--- src/rtl/sipo_frame_ctrl_if.sv ---
// sipo_frame_ctrl_if
//   Parallel output port of the serial-in/parallel-out frame controller.
//   Carries one assembled word with a valid/ready handshake.
//
//   Signals:
//     out_data  [WIDTH] received word, first serial bit in the MSB
//     out_valid          out_data holds an unconsumed word
//     out_ready          sink accepts the word when high together with out_valid
//
//   Modports:
//     master  word source (the frame controller)
//     slave   word sink
interface sipo_frame_ctrl_if #(
  parameter int WIDTH = 8
);
  logic [WIDTH-1:0] out_data;
  logic             out_valid;
  logic             out_ready;

  modport master (
    output out_data,
    output out_valid,
    input  out_ready
  );

  modport slave (
    input  out_data,
    input  out_valid,
    output out_ready
  );
endinterface

--- src/rtl/sipo_frame_ctrl.sv ---
// sipo_frame_ctrl
//   Sequencing controller for a serial-in/parallel-out shift datapath.
//   It waits for a start bit (data_in low on a bit strobe) and shifts in
//   WIDTH data bits MSB-first. It then checks the stop bit and hands the
//   assembled word to a valid/ready output port. shift_en is exported so an
//   external shift register can run in lockstep with the internal one.
//
//   Optional feature: define SIPO_FRAME_CTRL_PARITY_EN to add an even-parity
//   bit between the data bits and the stop bit, plus a sticky parity_err
//   output.
//
//   Ports:
//     clk        in   system clock
//     reset      in   synchronous reset, active-high
//     bit_stb    in   one-cycle strobe at the sample point of each serial bit
//     data_in    in   serial line, idles high
//     shift_en   out  combinational, high on cycles that shift in a data bit
//     clear_err  in   clears the sticky error flags
//     frame_err  out  sticky, stop bit sampled low
//     overrun    out  sticky, good frame dropped because a word was still held
//     parity_err out  sticky, parity mismatch (only with SIPO_FRAME_CTRL_PARITY_EN)
//     busy       out  controller is inside a frame
//     out_port   master side of sipo_frame_ctrl_if (out_data/out_valid/out_ready)
//
//   State   | meaning
//   --------+----------------------------------------------------
//   S_IDLE  | line idle, waiting for a start bit on a strobe
//   S_DATA  | shifting in WIDTH data bits, one per strobe
//   S_PARITY| sampling the parity bit (parity build only)
//   S_STOP  | sampling the stop bit, delivering or dropping the word
module sipo_frame_ctrl #(
  parameter int WIDTH = 8
) (
  input  logic clk,
  input  logic reset,
  input  logic bit_stb,
  input  logic data_in,
  output logic shift_en,
  input  logic clear_err,
  output logic frame_err,
  output logic overrun,
`ifdef SIPO_FRAME_CTRL_PARITY_EN
  output logic parity_err,
`endif
  output logic busy,
  sipo_frame_ctrl_if.master out_port
);

  localparam int CNT_W = (WIDTH > 1) ? $clog2(WIDTH) : 1;
  localparam logic [CNT_W-1:0] CNT_LAST = CNT_W'(WIDTH - 1);

  typedef enum logic [1:0] {
    S_IDLE   = 2'd0,
    S_DATA   = 2'd1,
    S_STOP   = 2'd2
`ifdef SIPO_FRAME_CTRL_PARITY_EN
    , S_PARITY = 2'd3
`endif
  } state_t;

  state_t           state_q;
  state_t           state_d;
  logic [CNT_W-1:0] cnt_q;
  logic [CNT_W-1:0] cnt_d;
  logic [WIDTH-1:0] shreg_q;
  logic [WIDTH-1:0] data_q;
  logic             valid_q;
  logic             ferr_q;
  logic             ovr_q;

  logic             shift;
  logic             stop_ok;
  logic             stop_bad;
  logic             word_ok;
  logic             load;
  logic             ovr_set;

`ifdef SIPO_FRAME_CTRL_PARITY_EN
  // Running XOR of data bits and parity bit; 1 at the stop strobe means the
  // frame failed even parity.
  logic par_q;
  logic par_d;
  logic perr_q;
  logic perr_set;
`endif

  // Next-state logic; every transition is qualified by bit_stb.
  always_comb begin
    state_d  = state_q;
    cnt_d    = cnt_q;
    shift    = 1'b0;
    stop_ok  = 1'b0;
    stop_bad = 1'b0;
`ifdef SIPO_FRAME_CTRL_PARITY_EN
    par_d    = par_q;
`endif
    if (bit_stb) begin
      case (state_q)
        S_IDLE: begin
          if (!data_in) begin
            state_d = S_DATA;
            cnt_d   = '0;
`ifdef SIPO_FRAME_CTRL_PARITY_EN
            par_d   = 1'b0;
`endif
          end
        end
        S_DATA: begin
          shift = 1'b1;
          cnt_d = cnt_q + CNT_W'(1);
`ifdef SIPO_FRAME_CTRL_PARITY_EN
          par_d = par_q ^ data_in;
          if (cnt_q == CNT_LAST) state_d = S_PARITY;
`else
          if (cnt_q == CNT_LAST) state_d = S_STOP;
`endif
        end
`ifdef SIPO_FRAME_CTRL_PARITY_EN
        S_PARITY: begin
          par_d   = par_q ^ data_in;
          state_d = S_STOP;
        end
`endif
        S_STOP: begin
          state_d = S_IDLE;
          if (data_in) stop_ok  = 1'b1;
          else         stop_bad = 1'b1;
        end
        default: state_d = S_IDLE;
      endcase
    end
  end

`ifdef SIPO_FRAME_CTRL_PARITY_EN
  // A bad stop bit masks any parity result: only frame_err is raised then.
  assign word_ok  = stop_ok && !par_q;
  assign perr_set = stop_ok && par_q;
`else
  assign word_ok  = stop_ok;
`endif

  // Consuming the held word on the same cycle frees the slot for the new one.
  assign load    = word_ok && (!valid_q || out_port.out_ready);
  assign ovr_set = word_ok && valid_q && !out_port.out_ready;

  always_ff @(posedge clk) begin
    if (reset) begin
      state_q <= S_IDLE;
      cnt_q   <= '0;
    end else begin
      state_q <= state_d;
      cnt_q   <= cnt_d;
    end
  end

  always_ff @(posedge clk) begin
    if (reset) begin
      shreg_q <= '0;
      data_q  <= '0;
      valid_q <= 1'b0;
      ferr_q  <= 1'b0;
      ovr_q   <= 1'b0;
    end else begin
      if (shift) shreg_q <= {shreg_q[WIDTH-2:0], data_in};

      if (load) begin
        data_q  <= shreg_q;
        valid_q <= 1'b1;
      end else if (valid_q && out_port.out_ready) begin
        valid_q <= 1'b0;
      end

      // Setting wins over clear_err so an error in the clearing cycle is kept.
      if (stop_bad)       ferr_q <= 1'b1;
      else if (clear_err) ferr_q <= 1'b0;

      if (ovr_set)        ovr_q <= 1'b1;
      else if (clear_err) ovr_q <= 1'b0;
    end
  end

`ifdef SIPO_FRAME_CTRL_PARITY_EN
  always_ff @(posedge clk) begin
    if (reset) begin
      par_q  <= 1'b0;
      perr_q <= 1'b0;
    end else begin
      par_q <= par_d;
      if (perr_set)       perr_q <= 1'b1;
      else if (clear_err) perr_q <= 1'b0;
    end
  end

  assign parity_err = perr_q;
`endif

  assign shift_en           = shift && !reset;
  assign busy               = (state_q != S_IDLE) && !reset;
  assign frame_err          = ferr_q;
  assign overrun            = ovr_q;
  assign out_port.out_data  = data_q;
  assign out_port.out_valid = valid_q;

endmodule

--- src/flat_wrapper.sv ---
// flat-port wrapper written by rule: the top's interface ports become plain ports
module sipo_frame_ctrl_flat 
#(
  parameter int WIDTH = 8
)
  (clk, reset, bit_stb, data_in, shift_en, clear_err, frame_err, overrun, busy, out_port_out_data, out_port_out_valid, out_port_out_ready);
  sipo_frame_ctrl_if #(.WIDTH(WIDTH)) out_port_i ();
  input  logic clk;
  input  logic reset;
  input  logic bit_stb;
  input  logic data_in;
  output logic shift_en;
  input  logic clear_err;
  output logic frame_err;
  output logic overrun;
  output logic busy;
  output wire logic [$bits(out_port_i.out_data)-1:0] out_port_out_data;
  output wire logic [$bits(out_port_i.out_valid)-1:0] out_port_out_valid;
  input wire logic [$bits(out_port_i.out_ready)-1:0] out_port_out_ready;
  assign out_port_out_data = out_port_i.out_data;
  assign out_port_out_valid = out_port_i.out_valid;
  assign out_port_i.out_ready = out_port_out_ready;
  sipo_frame_ctrl #(.WIDTH(WIDTH)) u_core (.clk(clk), .reset(reset), .bit_stb(bit_stb), .data_in(data_in), .shift_en(shift_en), .clear_err(clear_err), .frame_err(frame_err), .overrun(overrun), .busy(busy), .out_port(out_port_i));
endmodule
--- config.mk ---
export PLATFORM = sky130hd
export DESIGN_NAME = sipo_frame_ctrl_flat
export DESIGN_NICKNAME = d
export VERILOG_FILES = /design/src/rtl/sipo_frame_ctrl_if.sv /design/src/rtl/sipo_frame_ctrl.sv /design/src/flat_wrapper.sv
export SDC_FILE = /design/constraint.sdc
export NUM_CORES = 1
export LEC_CHECK = 0
export BUFFER_PORTS_ARGS = -buffer_cell sky130_fd_sc_hd__buf_2
export CAP_MARGIN = 20
export CORE_UTILIZATION = 40
export CTS_CLUSTER_DIAMETER = 60
export CTS_CLUSTER_SIZE = 8
export DETAILED_ROUTE_END_ITERATION = 8
export SETUP_SLACK_MARGIN = 0.02
export SLEW_MARGIN = 20
export SYNTH_ARGS = -nofsm -noshare
export SYNTH_HDL_FRONTEND = slang
export SYNTH_SLANG_ARGS = --single-unit
--- constraint.sdc ---
create_clock -name clk -period 1.7 [get_ports clk]
set_clock_uncertainty 0.1 [all_clocks]
set_input_delay 0.51 -clock clk [delete_from_list [all_inputs] [get_ports clk]]
set_output_delay 0.51 -clock clk [all_outputs]
set_load 0.02 [all_outputs]
==> metrics.md, run 1 <==
| Metric | Value |
|---|---|
| Sequential cell area | 485 sq um |
| Max Buffers Root-to-Sink | 2 |
| Area leader, netlist | dfxtp_1 |
| Filler instances | 262 |
| Vias in the first global route | 711 |
| Leakage | 0.496 nW |
| WL per Instance | 11.0 um |
| Tot GR Track Use | 14.5% |
| Worst skew pair latency | 0.31 ns |
| Peak supply drop | 397 uV |
| Via-to-Cell Ratio | 4.83 |
| Starting Density | 42.9% |
| Register area share after synthesis | 44.8% |
| Mapped Area | 1070 sq um |
| Avg Inst Size Synth | 9.24 sq um |
| Synthesis-to-layout area growth | 15.3% |
| Synth Warn # | 0 |
| Min Tclk post-route | 1.70 ns |
| Post-Route WL | 1830 um |
| Fin crit share | 99.9% |
| Vias | 806 |
| Area of the multi-input gates | 538 sq um |
| Req. time, crit path | 1.09 ns |
| Final worst setup slack | 0.00248 ns |
| Slew Limit Headroom | 84.2% |
| Worst hold path type | input port to register |
| CP startpoint | u_core.state_q[1]$_SDFFE_PP0P_ |
| Full die area | 2890 sq um |
| Clk root buf | clkbuf_4 |
| First-pass DRT Iterations | 3 |
| Layout cells sized above 1 | 26.3% |
| Post-CTS Hold Buffers | 0 |
| CTS tree | done |
| # Max-Cap Violations | 0 |
| Synth top area cells | dfxtp_1, nand2b_1, mux2i_1, nand2_1, a21oi_1 |
| Inst Count DP | 163 |
| Setup CP Type | register to output port |
| Clock slew at reported path FFs | 0.13 ns |
| Number of antenna violations at the first check in global routing | 0 |
| Num rows | 18 |
| Antenna Cells | 0 |
| Post-Syn Instances | 116 |
| Run status | finished clean |
| # DRC | 0 |
| # IOs | 19 |
| PD cells | 736 nW/um^2 |
| Core ar. | 2500 sq um |
| Largest net degree at the start of global routing | 25 |
| First-pass GRT wire length | 2960 um |
| Post-DP HPWL | 1340 um |
| CTS sink cnt | 24 |
| Total power draw | 0.909 mW |
| Slew @ Worst Pin | 0.237 ns |
| Setup crit start kind | register |
| Routability-driven placement congestion ratio | 0.727 |
| RSZ-0062 raised after global routing | true |
| Worst Path Max Fanout | 3 |
| Worst r2r src | u_core.state_q[0]$_SDFFE_PP0P_ |
| Die X | 53.8 um |
| Share of the synthesized area in the top cell type | 44.8% |
| Final setup fails | 0 |
| CTS Buf Count | 3 |
| Hold path start | clear_err |
| Syn nets | 124 |
| # H-tree levels | 1 |
| Placed Instance Area | 1190 sq um |
| Finished Layout Cells | 167 |
| Pre-CTS setup slack | 0.0757 ns |
| Cell area after layout | 1240 sq um |
| Critical Path AT | 1.09 ns |
| Maximum clock rate | 589 MHz |
| Final Slew Violations | 0 |
| Gr ovfl total | 0 |
| PortBufs | 18 |
| Antenna Nets Post-Route | 0 |
| Setup crit end kind | output port |
| Hold violation total from the final report | 0 |
| Distinct cells, synth | 27 |
| Initial drt markers | 14 |
| Number of nets in the layout | 147 |
| Die span in y | 53.8 um |
| FF+latch count, synth | 24 |
| Share of the core filled with cells | 49.4% |
==> path summary, 6_finish.rpt <==
| kind | to | slack, ns | depth (start not counted) |
|---|---|---|---|
| min reg2reg | u_core.shreg_q[7]$_SDFFE_PP0P_ | 0.36 | 2 |
| max reg2reg | u_core.out_port.out_data[4]$_SDFFE_PP0P_ | 0.37 | 4 |
| max | shift_en | 0.002 | 3 |
| min | u_core.overrun$_SDFFE_PP0P_ | 0.36 | 4 |
==> state kept, by name (all words and copies together) (netlist names) <==
signal / count
u_core.out_port.out_data: 8
u_core.shreg_q: 8
u_core.cnt_q: 3
u_core.state_q: 2
u_core.frame_err: 1
u_core.out_port.out_valid: 1
u_core.overrun: 1
==> critical path: stages (launching register included) <==
cell and delay [ns]:
dfxtp_2 0.35, nand3b_1 0.20, nor2_2 0.12, buf_6 0.12
==> logic make-up after synthesis <==
family / synth area share, %
AO/OA/AOI/OAI: 9.69
flip-flops: 44.8
AND/OR/NAND/NOR: 29.2
adder cells (fa/ha/maj): 2.33
buffers and inverters: 5.48
multiplexers: 8.52
==> timing repair <==
| item | in CTS | in global routing |
|---|---|---|
| setup endpoints to repair | 2 | 2 |
| buffers inserted | 0 | 1 |
| resized for setup | 5 | 0 |
| cloned | 0 | 0 |
| pin swaps | 0 | 0 |
==> cell usage after synthesis (all sizes together) <==
cell    instances
dfxtp          24
nand2          19
nand2b         18
a21oi          12
nor2           10
mux2i           8
buf             6
and2b           2
ha              2
o21ai           2
a211oi          1
a31oi           1
a32oi           1
and3b           1
clkbuf          1
inv             1
mux2            1
nand3           1
nand3b          1
nand4b          1
nor2b           1
o31ai           1
or3b            1
==> layer usage <==
metal | up-vias | global-route usage (%) | part of all wire, %
li1 | 425 | - | -
met1 | 371 | 17.0 | 49
met2 | 8 | 25.5 | 48
met3 | 2 | 2.54 | 2.2
met4 | 0 | 6.58 | 0.82
met5 | - | 0 | 0
==> power by group <==
part / switching [mW] / internal [mW]
logic: 0.0498 / 0.0422
clock network: 0.157 / 0.0825
registers: 0.00747 / 0.570
total: 0.215 / 0.695
==> layout by cell type (no fill, tap or decap), drive strengths merged <==
cell type / netlist / routed
clkbuf: 1 / 3
a211oi: 1 / 1
a32oi: 1 / 1
and3b: 1 / 1
nand2: 19 / 19
o21ai: 2 / 2
inv: 1 / 1
nand4b: 1 / 1
nor2: 10 / 10
a21oi: 12 / 12
nor2b: 1 / 1
mux2i: 8 / 8
nand3b: 1 / 1
buf: 6 / 25
and2b: 2 / 2
nand2b: 18 / 18
ha: 2 / 2
a31oi: 1 / 1
mux2: 1 / 1
nand3: 1 / 1
or3b: 1 / 1
o31ai: 1 / 1
dfxtp: 24 / 24
==> per-stage QoR <==
step | setup TNS, ns | hold slack, ns
2_1_floorplan | -0.0374 | 0.337
5_1_grt | -0.0862 | 0.358
4_1_cts | -0.0206 | 0.356
6_report | 0 | 0.362
3_5_place_dp | 0 | 0.347
3_3_place_gp | 0 | 0.346
==> layout make-up <==
class	count	area share [%]
Tap cell	30	3.04
Timing Repair Buffer	25	12.0
Inverter	1	0.304
Clock buffer	3	1.82
Multi-Input combinational cell	84	43.5
Sequential cell	24	39.3
(Power assumes the default switching activity.)
==> inputs of run 2 (changes only) <==
CORE_MARGIN = 5   (was default)
==> run 2 against run 1 <==
Non-clock buffer count shrank 2. Final cell count shrank 0.60%. Global-route usage is 3.4 points lower. Clock-buffer cell count up 1. Hold slack lost 0.011 ns. Register-to-register slack better by 0.04 ns. Routed wire length decreased by 2.9%. Die area rose by 32%. Maximum frequency increased by 0.68%. Largest power group unchanged. Highest routed layer unchanged.
==> metrics.md, run 2 (synthesis results as in run 1) <==
| Metric | Value |
|---|---|
| Initial drt markers | 26 |
| Number of antenna violations at the first check in global routing | 0 |
| Peak supply drop | 340 uV |
| WL per Instance | 10.7 um |
| Clock slew at reported path FFs | 0.12 ns |
| Cell area after layout | 1230 sq um |
| Via-to-Cell Ratio | 4.73 |
| Largest net degree at the start of global routing | 31 |
| Hold violation total from the final report | 0 |
| Setup crit end kind | output port |
| Num rows | 18 |
| Antenna Cells | 0 |
| Total negative slack | 0 ns |
| Commonest non-fill, non-tap cell in the layout | dfxtp_1 |
| Hold_ws | 0.351 ns |
| Critical Path AT | 1.08 ns |
| Number of nets in the layout | 145 |
| CTS Buf Count | 3 |
| RSZ-0062 raised after global routing | true |
| Hold path start | reset |
| CP startpoint | u_core.state_q[1]$_SDFFE_PP0P_ |
| Max Buffers Root-to-Sink | 2 |
| Worst r2r src | u_core.cnt_q[0]$_SDFFE_PP0P_ |
| Layout cells sized above 1 | 25.7% |
| Synthesis-to-layout area growth | 14.9% |
| # IOs | 19 |
| CTS sink cnt | 24 |
| Min Tclk post-route | 1.69 ns |
| PD cells | 772 nW/um^2 |
| Worst Path Max Fanout | 6 |
| Total power draw | 0.951 mW |
| Post-Route WL | 1780 um |
| Req. time, crit path | 1.09 ns |
| Post-CTS setup buffer count | 0 |
| Setup CP Type | register to output port |
| PortBufs | 18 |
| Post-DP HPWL | 1320 um |
| Run status | finished clean |
| Placed Instance Area | 1190 sq um |
| Leakage | 0.493 nW |
| CTS tree | done |
| Final setup fails | 0 |
| Tot GR Track Use | 11.1% |
| Vias | 785 |
| Die X | 61.8 um |
| Gr ovfl total | 0 |
| Vias in the first global route | 739 |
| Antenna Nets Post-Route | 0 |
| Setup crit start kind | register |
| First-pass GRT wire length | 3150 um |
| Worst skew pair latency | 0.30 ns |
| First-pass DRT Iterations | 4 |
| Maximum clock rate | 593 MHz |
| Share of the core filled with cells | 48.9% |
| # Max-Cap Violations | 0 |
| # H-tree levels | 1 |
| Final Slew Violations | 0 |
| Full die area | 3820 sq um |
| # DRC | 0 |
| Commonest non-fill, non-tap cells in the layout | dfxtp_1, nand2_1, nand2b_1 |
| Clk root buf | clkbuf_4 |
| Core ar. | 2520 sq um |
| Routability-driven placement congestion ratio | 0.746 |
| Worst hold path type | input port to register |
| Slew Limit Headroom | 82.8% |
| Starting Density | 42.5% |
| Post-CTS Hold Buffers | 0 |
| Slew @ Worst Pin | 0.258 ns |
| Post-CTS Resized | 4 |
| Fin crit share | 99.2% |
| Die span in y | 61.8 um |
==> run 2: cell types whose count changed in the layout (fill, tap and decap cells not counted) <==
cell,before,now
dfxtp_4,1,0
dfxtp_2,1,2
buf_4,7,5
clkbuf_8,0,1
==> run 2: power by group <==
group | switching [mW] | internal, mW
clock network | 0.158 | 0.131
logic | 0.0469 | 0.0371
registers | 0.00881 | 0.570
==> run 2: worst paths after layout <==
check / to / slack (ns) / cells after the start
hold / removal: u_core.state_q[1]$_SDFFE_PP0P_ / 0.35 / 2
hold reg to reg: u_core.overrun$_SDFFE_PP0P_ / 0.36 / 2
setup reg to reg: u_core.state_q[1]$_SDFFE_PP0P_ / 0.41 / 5
setup / recovery: shift_en / 0.01 / 3
==> run 2: cell type report <==
cell class                 count  area (sq um)
fill                         237          1290
multi-input combinational     84           538
sequential                    24           483
timing repair buffer          23           134
tap                           30          37.5
clock buffer                   4          36.3
inverter                       1          3.75
==> run 2: worst max-delay path: stages, from the launching register on <==
cell      delay [ns]
dfxtp_2         0.36
nand3b_1        0.18
nor2_2          0.11
buf_6           0.12
==> run 2: stage by stage <==
step	std cells	worst slack (ns)
6_report	166	0.0140
5_1_grt	166	-0.0477
4_1_cts	166	-0.000824
3_5_place_dp	162	0.0845
3_3_place_gp	162	0.0846
2_1_floorplan	116	-0.0374
==> run 2: per-layer routing <==
layer,global-route usage (%),share of wire [%],vias to the layer above
met5,0,0,-
met4,4.55,0.84,0
met3,2.48,3.3,2
met2,18.4,47,7
met1,13.9,49,346
li1,-,-,430
==> inputs of run 3 (changes only) <==
CELL_PAD_IN_SITES_DETAIL_PLACEMENT = 0   (was default)
CELL_PAD_IN_SITES_GLOBAL_PLACEMENT = 1   (was default)
PLACE_DENSITY_LB_ADDON = 0.1   (was default)
clock period = 1.8 ns   (was 1.7 ns; I/O delays follow)
==> run 3 against run 2 <==
Final cell count increased by 1.2%. Power is 4.7% lower. First-iteration DRC count fell by 65%. Largest cell class unchanged. Core utilization up 0.55 points. Critical path depth is the same. Sequential power decreased by 5.9%. Non-clock buffer count grew 2. Largest power group unchanged. Clock-buffer cell count did not move.
==> metrics.md, run 3 (synthesis results as in run 1) <==
| Metric | Value |
|---|---|
| Worst hold path type | register to register |
| Inst Count DP | 161 |
| Commonest non-fill, non-tap cell in the layout | dfxtp_1 |
| Post-Route WL | 1950 um |
| Maximum clock rate | 575 MHz |
| Finished Layout Cells | 168 |
| RSZ-0062 raised after global routing | true |
| Final setup fails | 0 |
| Initial drt markers | 9 |
| First-pass DRT Iterations | 4 |
| Starting Density | 42.5% |
| # H-tree levels | 1 |
| Cell area after layout | 1250 sq um |
| Num rows | 18 |
| Die span in y | 61.8 um |
| Reg-to-reg setup timing slack | 0.44 ns |
| WP buf/inv | 1 |
| Clk root buf | clkbuf_4 |
| Layout cells sized above 1 | 26.8% |
| # IOs | 19 |
| Commonest non-fill, non-tap cells in the layout | dfxtp_1, nand2_1, nand2b_1 |
| Critical Path AT | 1.10 ns |
| Synthesis-to-layout area growth | 16.2% |
| Setup CP Type | register to output port |
| Full die area | 3820 sq um |
| Largest net degree at the start of global routing | 34 |
| Number of nets in the layout | 147 |
| Slew @ Worst Pin | 0.282 ns |
| Core ar. | 2520 sq um |
| PortBufs | 18 |
| Fin crit share | 96.7% |
| Worst r2r src | u_core.state_q[1]$_SDFFE_PP0P_ |
| Worst Path Max Fanout | 4 |
| Share of the core filled with cells | 49.4% |
| CTS tree | done |
| CP delay by family, top | flip-flops |
| Worst hold endpoint | u_core.overrun$_SDFFE_PP0P_ |
| Post-DP HPWL | 1370 um |
| # Max-Cap Violations | 0 |
| Slew Limit Headroom | 81.2% |
| Run status | finished clean |
| Antenna Cells | 0 |
| Placed Instance Area | 1180 sq um |
| Number of antenna violations at the first check in global routing | 0 |
| Tot GR Track Use | 11.6% |
| CTS sink cnt | 24 |
| Max Buffers Root-to-Sink | 2 |
| Vias in the first global route | 759 |
| Worst skew pair latency | 0.30 ns |
| Req. time, crit path | 1.16 ns |
| Pre-CTS setup slack | 0.170 ns |
| Hold path depth | 2 |
| Antenna Nets Post-Route | 0 |
| Via-to-Cell Ratio | 4.82 |
| Min Tclk post-route | 1.74 ns |
| Hold_ws | 0.366 ns |
| Final Slew Violations | 0 |
| PD cells | 727 nW/um^2 |
| Vias | 810 |
| Setup crit end kind | output port |
| Die X | 61.8 um |
| # DRC | 0 |
| First-pass GRT wire length | 3320 um |
| Leakage | 0.503 nW |
| Capturing point of the worst reg2reg path | u_core.out_port.out_data[2]$_SDFFE_PP0P_ |
| Cell breakdown of the critical path | nand3b_1 > nor2_2 > buf_4 |
| Critical Path Slowest Stage Cell | dfxtp_4 |
| Clock slew at reported path FFs | 0.13 ns |
| Routability-driven placement congestion ratio | 0.704 |
| Worst path max stage delay | 0.38 ns |
| Setup crit start kind | register |
| Gr ovfl total | 0 |
| CTS Buf Count | 3 |
| Final worst setup slack | 0.0597 ns |
| Peak supply drop | 376 uV |
| WL per Instance | 11.6 um |
| Hold path start | u_core.overrun$_SDFFE_PP0P_ |
| Hold violation total from the final report | 0 |
| Reg2Reg Depth | 5 |
run 3: changes by cell type in the layout (fill, tap and decap cells not counted):
cell | previous run | this run
buf_6 | 1 | 0
buf_4 | 5 | 8
dfxtp_2 | 2 | 1
dfxtp_4 | 0 | 1
run 3: per-layer routing:
metal	vias up	global-route usage (%)	part of all wire [%]
met1	372	14.4	49
met4	0	4.55	0.82
li1	427	-	-
met2	9	19.7	47
met5	-	0	0
met3	2	2.48	3.3
run 3: how the worst max path moves through the flow:
stage / from / to / cells after the start
after floorplan: bit_stb / shift_en / 3
after global placement: bit_stb / shift_en / 4
after detailed placement: bit_stb / shift_en / 4
after CTS: u_core.state_q[1]$_SDFFE_PP0P_ / shift_en / 3
after global routing: u_core.state_q[1]$_SDFFE_PP0P_ / shift_en / 3
final: u_core.state_q[1]$_SDFFE_PP0P_ / shift_en / 3
run 3: where the power goes:
part           internal [mW]  switching [mW]
combinational         0.0344          0.0453
sequential             0.537         0.00854
clock                  0.123           0.158
total                  0.695           0.212
run 3: timing repair:
| action | 4_1_cts | 5_1_grt |
|---|---|---|
| setup buffers | 2 | 1 |
| gates cloned | 0 | 0 |
| hold buffers | 0 | 0 |
| setup endpoints to repair | 2 | 1 |
| endpoints found under the hold margin | 0 | 0 |
| gates resized for setup | 3 | 1 |
run 3: per-stage QoR:
step,power (mW),TNS [ns]
3_3_place_gp,0.636,0
5_1_grt,0.958,-0.00903
4_1_cts,0.922,0
2_1_floorplan,0.619,0
3_5_place_dp,0.637,0
6_report,0.906,0
run 3: layout make-up:
cell class	instances	area, sq um
multi-input combinational	84	538
sequential	24	485
timing repair buffer	25	145
clock buffer	4	36.3
inverter	1	3.75
tap	30	37.5
fill	258	1280
run 3: tightest hold or removal path, cell delays in order, from the launching register on:
cell,delay [ns]
dfxtp_1,0.33
nand2_1,0.05
a21oi_1,0.05
